`src/rtl/synchro_cmd_debouncer.sv`:
```
// Two-button command front end for synchro_register.
// Synchronise, debounce, arbitrate and count accepted commands.
module synchro_cmd_debouncer_fsm #(
  parameter int DEBOUNCE_CYCLES = 4
) (
  input  logic clk,
  input  logic rst,
  input  logic s,
  output logic db
);

  localparam int CW = (DEBOUNCE_CYCLES > 1) ? $clog2(DEBOUNCE_CYCLES) : 1;
  localparam logic [CW-1:0] LAST = CW'(DEBOUNCE_CYCLES - 1);

  localparam logic [1:0] LOW       = 2'd0;
  localparam logic [1:0] RISE_WAIT = 2'd1;
  localparam logic [1:0] HIGH      = 2'd2;
  localparam logic [1:0] FALL_WAIT = 2'd3;

  logic [1:0]    state;
  logic [1:0]    state_nxt;
  logic [CW-1:0] cnt;
  logic [CW-1:0] cnt_nxt;

  always_comb begin
    state_nxt = state;
    cnt_nxt   = cnt;
    case (state)
      LOW: begin
        if (s) begin
          state_nxt = RISE_WAIT;
          cnt_nxt   = '0;
        end
      end
      RISE_WAIT: begin
        if (!s) begin
          state_nxt = LOW;
        end else if (cnt == LAST) begin
          state_nxt = HIGH;
        end else begin
          cnt_nxt = cnt + 1'b1;
        end
      end
      HIGH: begin
        if (!s) begin
          state_nxt = FALL_WAIT;
          cnt_nxt   = '0;
        end
      end
      FALL_WAIT: begin
        if (s) begin
          state_nxt = HIGH;
        end else if (cnt == LAST) begin
          state_nxt = LOW;
        end else begin
          cnt_nxt = cnt + 1'b1;
        end
      end
      default: begin
        state_nxt = LOW;
        cnt_nxt   = '0;
      end
    endcase
  end

  always_ff @(posedge clk or posedge rst) begin
    if (rst) begin
      state <= LOW;
      cnt   <= '0;
    end else begin
      state <= state_nxt;
      cnt   <= cnt_nxt;
    end
  end

  // Level stays asserted while a release is still being qualified
  assign db = (state == HIGH) || (state == FALL_WAIT);

endmodule

module synchro_cmd_debouncer #(
  parameter int DEBOUNCE_CYCLES = 4,
  parameter int CNT_W           = 8
) (
  input  logic             CLK,
  input  logic             RESET,
  input  logic             BTN_Z,
  input  logic             BTN_O,
  output logic             ZEROES,
  output logic             ONES,
  output logic             CONFLICT,
  output logic [CNT_W-1:0] EVT_CNT
);

  logic [1:0] sync_z;
  logic [1:0] sync_o;
  logic       db_z;
  logic       db_o;
  logic       zeroes_nxt;
  logic       ones_nxt;
  logic       conflict_nxt;
  logic       evt;

  always_ff @(posedge CLK or posedge RESET) begin
    if (RESET) begin
      sync_z <= '0;
      sync_o <= '0;
    end else begin
      sync_z <= {sync_z[0], BTN_Z};
      sync_o <= {sync_o[0], BTN_O};
    end
  end

  synchro_cmd_debouncer_fsm #(
    .DEBOUNCE_CYCLES(DEBOUNCE_CYCLES)
  ) u_db_z (
    .clk(CLK),
    .rst(RESET),
    .s  (sync_z[1]),
    .db (db_z)
  );

  synchro_cmd_debouncer_fsm #(
    .DEBOUNCE_CYCLES(DEBOUNCE_CYCLES)
  ) u_db_o (
    .clk(CLK),
    .rst(RESET),
    .s  (sync_o[1]),
    .db (db_o)
  );

  // No priority: simultaneous presses drop both commands
  always_comb begin
    ones_nxt     = db_o & ~db_z;
    zeroes_nxt   = db_z & ~db_o;
    conflict_nxt = db_z & db_o;
    evt          = (ones_nxt & ~ONES) | (zeroes_nxt & ~ZEROES);
  end

  always_ff @(posedge CLK or posedge RESET) begin
    if (RESET) begin
      ZEROES   <= 1'b0;
      ONES     <= 1'b0;
      CONFLICT <= 1'b0;
      EVT_CNT  <= '0;
    end else begin
      ZEROES   <= zeroes_nxt;
      ONES     <= ones_nxt;
      CONFLICT <= conflict_nxt;
      if (evt) begin
        EVT_CNT <= EVT_CNT + 1'b1;
      end
    end
  end

endmodule

```
`config.mk`:
```
export PLATFORM = sky130hd
export DESIGN_NAME = synchro_cmd_debouncer
export DESIGN_NICKNAME = d
export VERILOG_FILES = /design/src/rtl/synchro_cmd_debouncer.sv
export SDC_FILE = /design/constraint.sdc
export NUM_CORES = 1
export LEC_CHECK = 0
export BUFFER_PORTS_ARGS = -buffer_cell sky130_fd_sc_hd__buf_2
export CAP_MARGIN = 10
export CORE_ASPECT_RATIO = 1.25
export CORE_MARGIN = 2
export CORE_UTILIZATION = 40
export DETAILED_ROUTE_END_ITERATION = 6
export PLACE_DENSITY = 0.72
export SYNTH_ARGS = -nofsm -noshare
export SYNTH_HDL_FRONTEND = slang
export SYNTH_SLANG_ARGS = --single-unit
```
`constraint.sdc`:
```
create_clock -name CLK -period 3 [get_ports CLK]
set_input_delay 0.3 -clock CLK [delete_from_list [all_inputs] [get_ports CLK]]
set_output_delay 0.3 -clock CLK [all_outputs]
set_load 0.03 [all_outputs]
```
# [Yosys cells after proc, flatten, opt, wreduce, memory -nomap -nowiden]
# Index checks and enable logic that the tools add are counted.
[op_classes] bitwise=10 n_reduce_logical=8 add_sub_neg=3 n_eq_ne=20 n_mux=26
[ops] cell="two-way mux 2 bit" n=22
[ops] cell="one-hot mux 2 bit (4 select lines)" n=4
[ops] cell="inequality test 2 bit, second input constant" n=8
[ops] cell="AND reduction 4 bit" n=4
[ops] cell="== test 2 bit, second input constant" n=6
[ops] cell="inequality test 3 x 2 -> 1 bit, second input constant" n=4
[ops] cell="adder 8 x 1 -> 8 bit, second input constant" n=1
[ops] cell="bitwise AND 1 bit" n=5
[ops] cell="adder 2 x 1 -> 2 bit, second input constant" n=2
[ops] cell="== test 2 x 1 -> 1 bit, second input constant" n=2
[ops] cell="zero test 2 bit" n=2
[ops] cell="inverter 1 bit" n=4
[ops] cell="logical OR 1 bit" n=2
[ops] cell="OR 1 bit" n=1
[word_totals] register_bits=23 wordCells=77 in_bits=4

# [Longest topological paths before layout]
[depth] word_depth=6 mapped_depth=4 depth_no_buf=4

# [By module]
# A second synthesis with hierarchy kept.
[hier_totals] hier_cells=78 hier_area_um2=1008.5
[modules_own_cells] module="synchro_cmd_debouncer" n_inst=1 seq_area_each_um2=375.4 cells_per_inst=41 area_each_um2=614.3
[modules_own_cells] module="synchro_cmd_debouncer_fsm (u_db_z)" n_inst=1 seq_area_each_um2=100.1 cells_per_inst=20 area_each_um2=202.7
[modules_own_cells] module="synchro_cmd_debouncer_fsm (u_db_o)" n_inst=1 seq_area_each_um2=100.1 cells_per_inst=17 area_each_um2=191.4

# [Least setup slack after synthesis]
# No wires, ideal clock.
[synth_path] path_type="reg-to-reg" from="reg ZEROES" to="reg EVT_CNT[1]" setup_slack_ns=1.681 setup_time_ns=0.125 period_less_slack_ns=1.319 path_stages_with_launch=4 arrival_ns=1.194 cell_sequence="dfrtp_1 -> nor3b_4 -> nor2_2 -> mux2_4"
[synth_between] elab_chain_len=3
[synth_rtl] item="start, declared" line_no="89" source="output logic ZEROES,"
[synth_rtl] item="start signal, assigned" line_no="147" source="ZEROES <= zeroes_nxt;"
[synth_rtl] item="inverter 1 bit" line_no="137" source="evt = (ones_nxt & ~ONES) | (zeroes_nxt & ~ZEROES);"
[synth_rtl] item="bitwise AND 1 bit" line_no="137"
[synth_rtl] item="OR 1 bit" line_no="137"
[synth_rtl] item="end signal, assigned" line_no="151" source="EVT_CNT <= EVT_CNT + 1'b1;"
[synth_rtl] item="end, declared" line_no="92" source="output logic [CNT_W-1:0] EVT_CNT"
# Every way passes these cells.
# A chain may end at the register's enable or synchronous reset.

==> results.toml <==
[synth]
yosys_register_bits = 23
ys_top_cells_by_count = "23 x dfrtp_1, 9 x xnor2_1, 6 x nand2_1, 6 x o21ai_1, 4 x a22o_1"
synth_cell_types = 20
synth.most_common_cell = "dfrtp_1"
syn_area_sq_um = 981
synth_flop_cell = "dfrtp_1"
netlist.area_leader.share_pct = 58.7
synth_top_cell_by_area = "dfrtp_1"
syn-num-nets = 81
synth_enable_flop_cells = 0
synthCells = 74
ys_seq_area_share_pct = 58.7
synth_area_per_cell_sq_um = 13.3
synth_area_leaders = "dfrtp_1 59%, xnor2_1 8.0%, ha_1 3.8%"
ys_async_sr_fraction_pct = 100
yosysWarnings = 0

[sta]
hold_ws_ps = 93.8
setup_ws_ps = 1620
rsz0062_at_grt = "no"
maxSlewHeadroom_pct = 45.0
timing.final.crit_share_pct = 46.1
hold_violations = 0
post-route-min-period_ps = 1380
skew_ps = 6.06
setup_violations = 0
tightest_slew_ps = 824
fmax_ghz = 0.723
slew_viol_final = 0
tns_ps = 0

[placed_design]
pre_cts_ws_ps = 1620
io_buffer_count = 14
gp_congestion = 0.708
hpwl_mm = 1.12

[floorplan]
die_w_microns = 48.3
rows = 20
core_area_sq_mm = 0.00238
initial_utilization_pct = 41.3
pin_count = 15
die_area_sq_mm = 0.00287
die_y_microns = 59.4

[run]
max_cap_violations = 0

[setup_path]
cp_data_required_time_ps = 3200
path_class = "reg -> reg"
slowest_delay_ps = 500
critPathArrivalTime_ps = 1580
crit_chain = "nor3b_4 -> nor2_2 -> mux2_4"
cp-start-kind = "flip-flop"
critPathMaxFanout = 7
endpoint_kind = "flip-flop"
cpMaxStageDelayCell = "dfrtp_1"

[detailed_routing]
wirelength_mm = 1.53
num_vias = 622
wl_per_cell_microns = 12.2
ant_nets = 0
dr.pass1.iters = 4
detail_route.vias_per_cell = 4.98
drt_iter0_markers = 4
drc = 0

[global_route]
grt_pass1_wl_mm = 2.70
grt_max_degree = 24
grt_remaining_overflow = 0
antenna_found_initial = 0
grtUsageTotal_pct = 13.6
grt_pass1_vias = 625

[cells_and_area]
n_fill_cell = 214
drive_gt1_share_pct = 30.4
n_antenna_cell = 0
area_growth_pct = 14.0
fin_nets = 100

[clocking]
clk_latency_ps = 300
cts_htree_levels = 1
cts_resized = 0
hold_buffers = 0
numClockSinks = 23
cts_setup_buffers = 0
clock-root-buffer = "clkbuf_4"
cts_buffers = 3
path_clk_slew_ps = 120
cts.path.max_buffers = 2
cts_tree = "built"

[power_and_ir_drop]
vdd.ir_drop.worst_mv = 0.437
cellLeakagePower_nw = 0.523
power_mw = 1.16
powerDensity_mw_per_mm2 = 1030

[status]
status = "completed"

[worst_hold_path]
hold_class = "in -> reg"
==> flip-flops by register name (all words and copies together), names as in the netlist, named ones only <==
| register | flops |
|---|---|
| CONFLICT | 1 |
| EVT_CNT | 8 |
| ONES | 1 |
| ZEROES | 1 |
| sync_o | 2 |
| sync_z | 2 |
| u_db_o.cnt | 2 |
| u_db_o.state | 1 |
| u_db_z.cnt | 2 |
| u_db_z.state | 1 |
==> final cells by class <==
cell class	instances	area [sq um]	share of cell area, %
flip-flops and latches	23	576	51.5
inverters	1	3.75	0.336
well taps	33	41.3	3.69
repair buffers	14	70.1	6.26
clock buffers	4	26.3	2.35
multi-input cells	50	402	35.9
==> logic make-up after synthesis <==
kind of cell	synth area share, %
adder cells (fa/ha/maj)	3.83
flip-flops	58.7
AO/OA/AOI/OAI	11.0
AND/OR/NAND/NOR	14.3
multiplexers	3.83
buffers and inverters	0.382
XOR/XNOR	8.04
==> routing by layer <==
metal  wire length [microns]  vias up  global-route usage (%)  part of all wire [%]
met3                      65        2                    2.74                   4.3
met5                       0        -                       0                     0
met1                     671      299                    15.6                    44
li1                        -      304                       -                     -
met2                     771       17                    22.7                    51
met4                      17        0                    6.95                   1.1
==> path summary, 6_finish.rpt <==
path                       depth (start not counted)  slack [ps]         end  startpoint
min in group asynchronous                          2         140  EVT_CNT[5]       RESET
max reg2reg                                        3        1620  EVT_CNT[1]   flip-flop
min                                                1          90   sync_o[0]       BTN_O
max                                                3        1620  EVT_CNT[1]   flip-flop
max in group asynchronous                          2        2350   sync_z[0]       RESET
min reg2reg                                        0         360   sync_z[1]   sync_z[0]
==> report_power, final <==
group	switching (mW)	total (mW)	internal, mW
registers	0.122	0.535	0.413
clock network	0.0841	0.136	0.0518
logic	0.266	0.487	0.221
total	0.471	1.16	0.686
==> cells in the final DEF, fill, tap and decap left out, types with 2 or more instances in the layout <==
cell       instances
o2111ai_1          2
ha_1               3
nor3b_4            2
and4_1             2
buf_2             14
nand2b_1           2
or2_2              2
xnor2_1            9
mux2_2             2
a22o_1             4
nand2_1            6
dfrtp_1           23
o211ai_1           2
and2b_2            2
o21ai_1            6
clkbuf_4           3
a21oi_1            2
==> worst max-delay path, delay by kind of cell, from the launching register on <==
family           cells  cell delay (ps)
DFF                  1              500
muxes                1              310
and+or+nand+nor      2              480
==> stage by stage <==
stage / cell area [sq um] / utilization [%] / cells
detailed placement: 1090 / 45.9 / 121
finish: 1120 / 47.1 / 125
global route: 1120 / 47.1 / 125
CTS: 1120 / 47.1 / 125
global placement: 1090 / 45.9 / 121
floorplan: 981 / - / 74
Note: power is estimated with default switching activity, not from simulation.
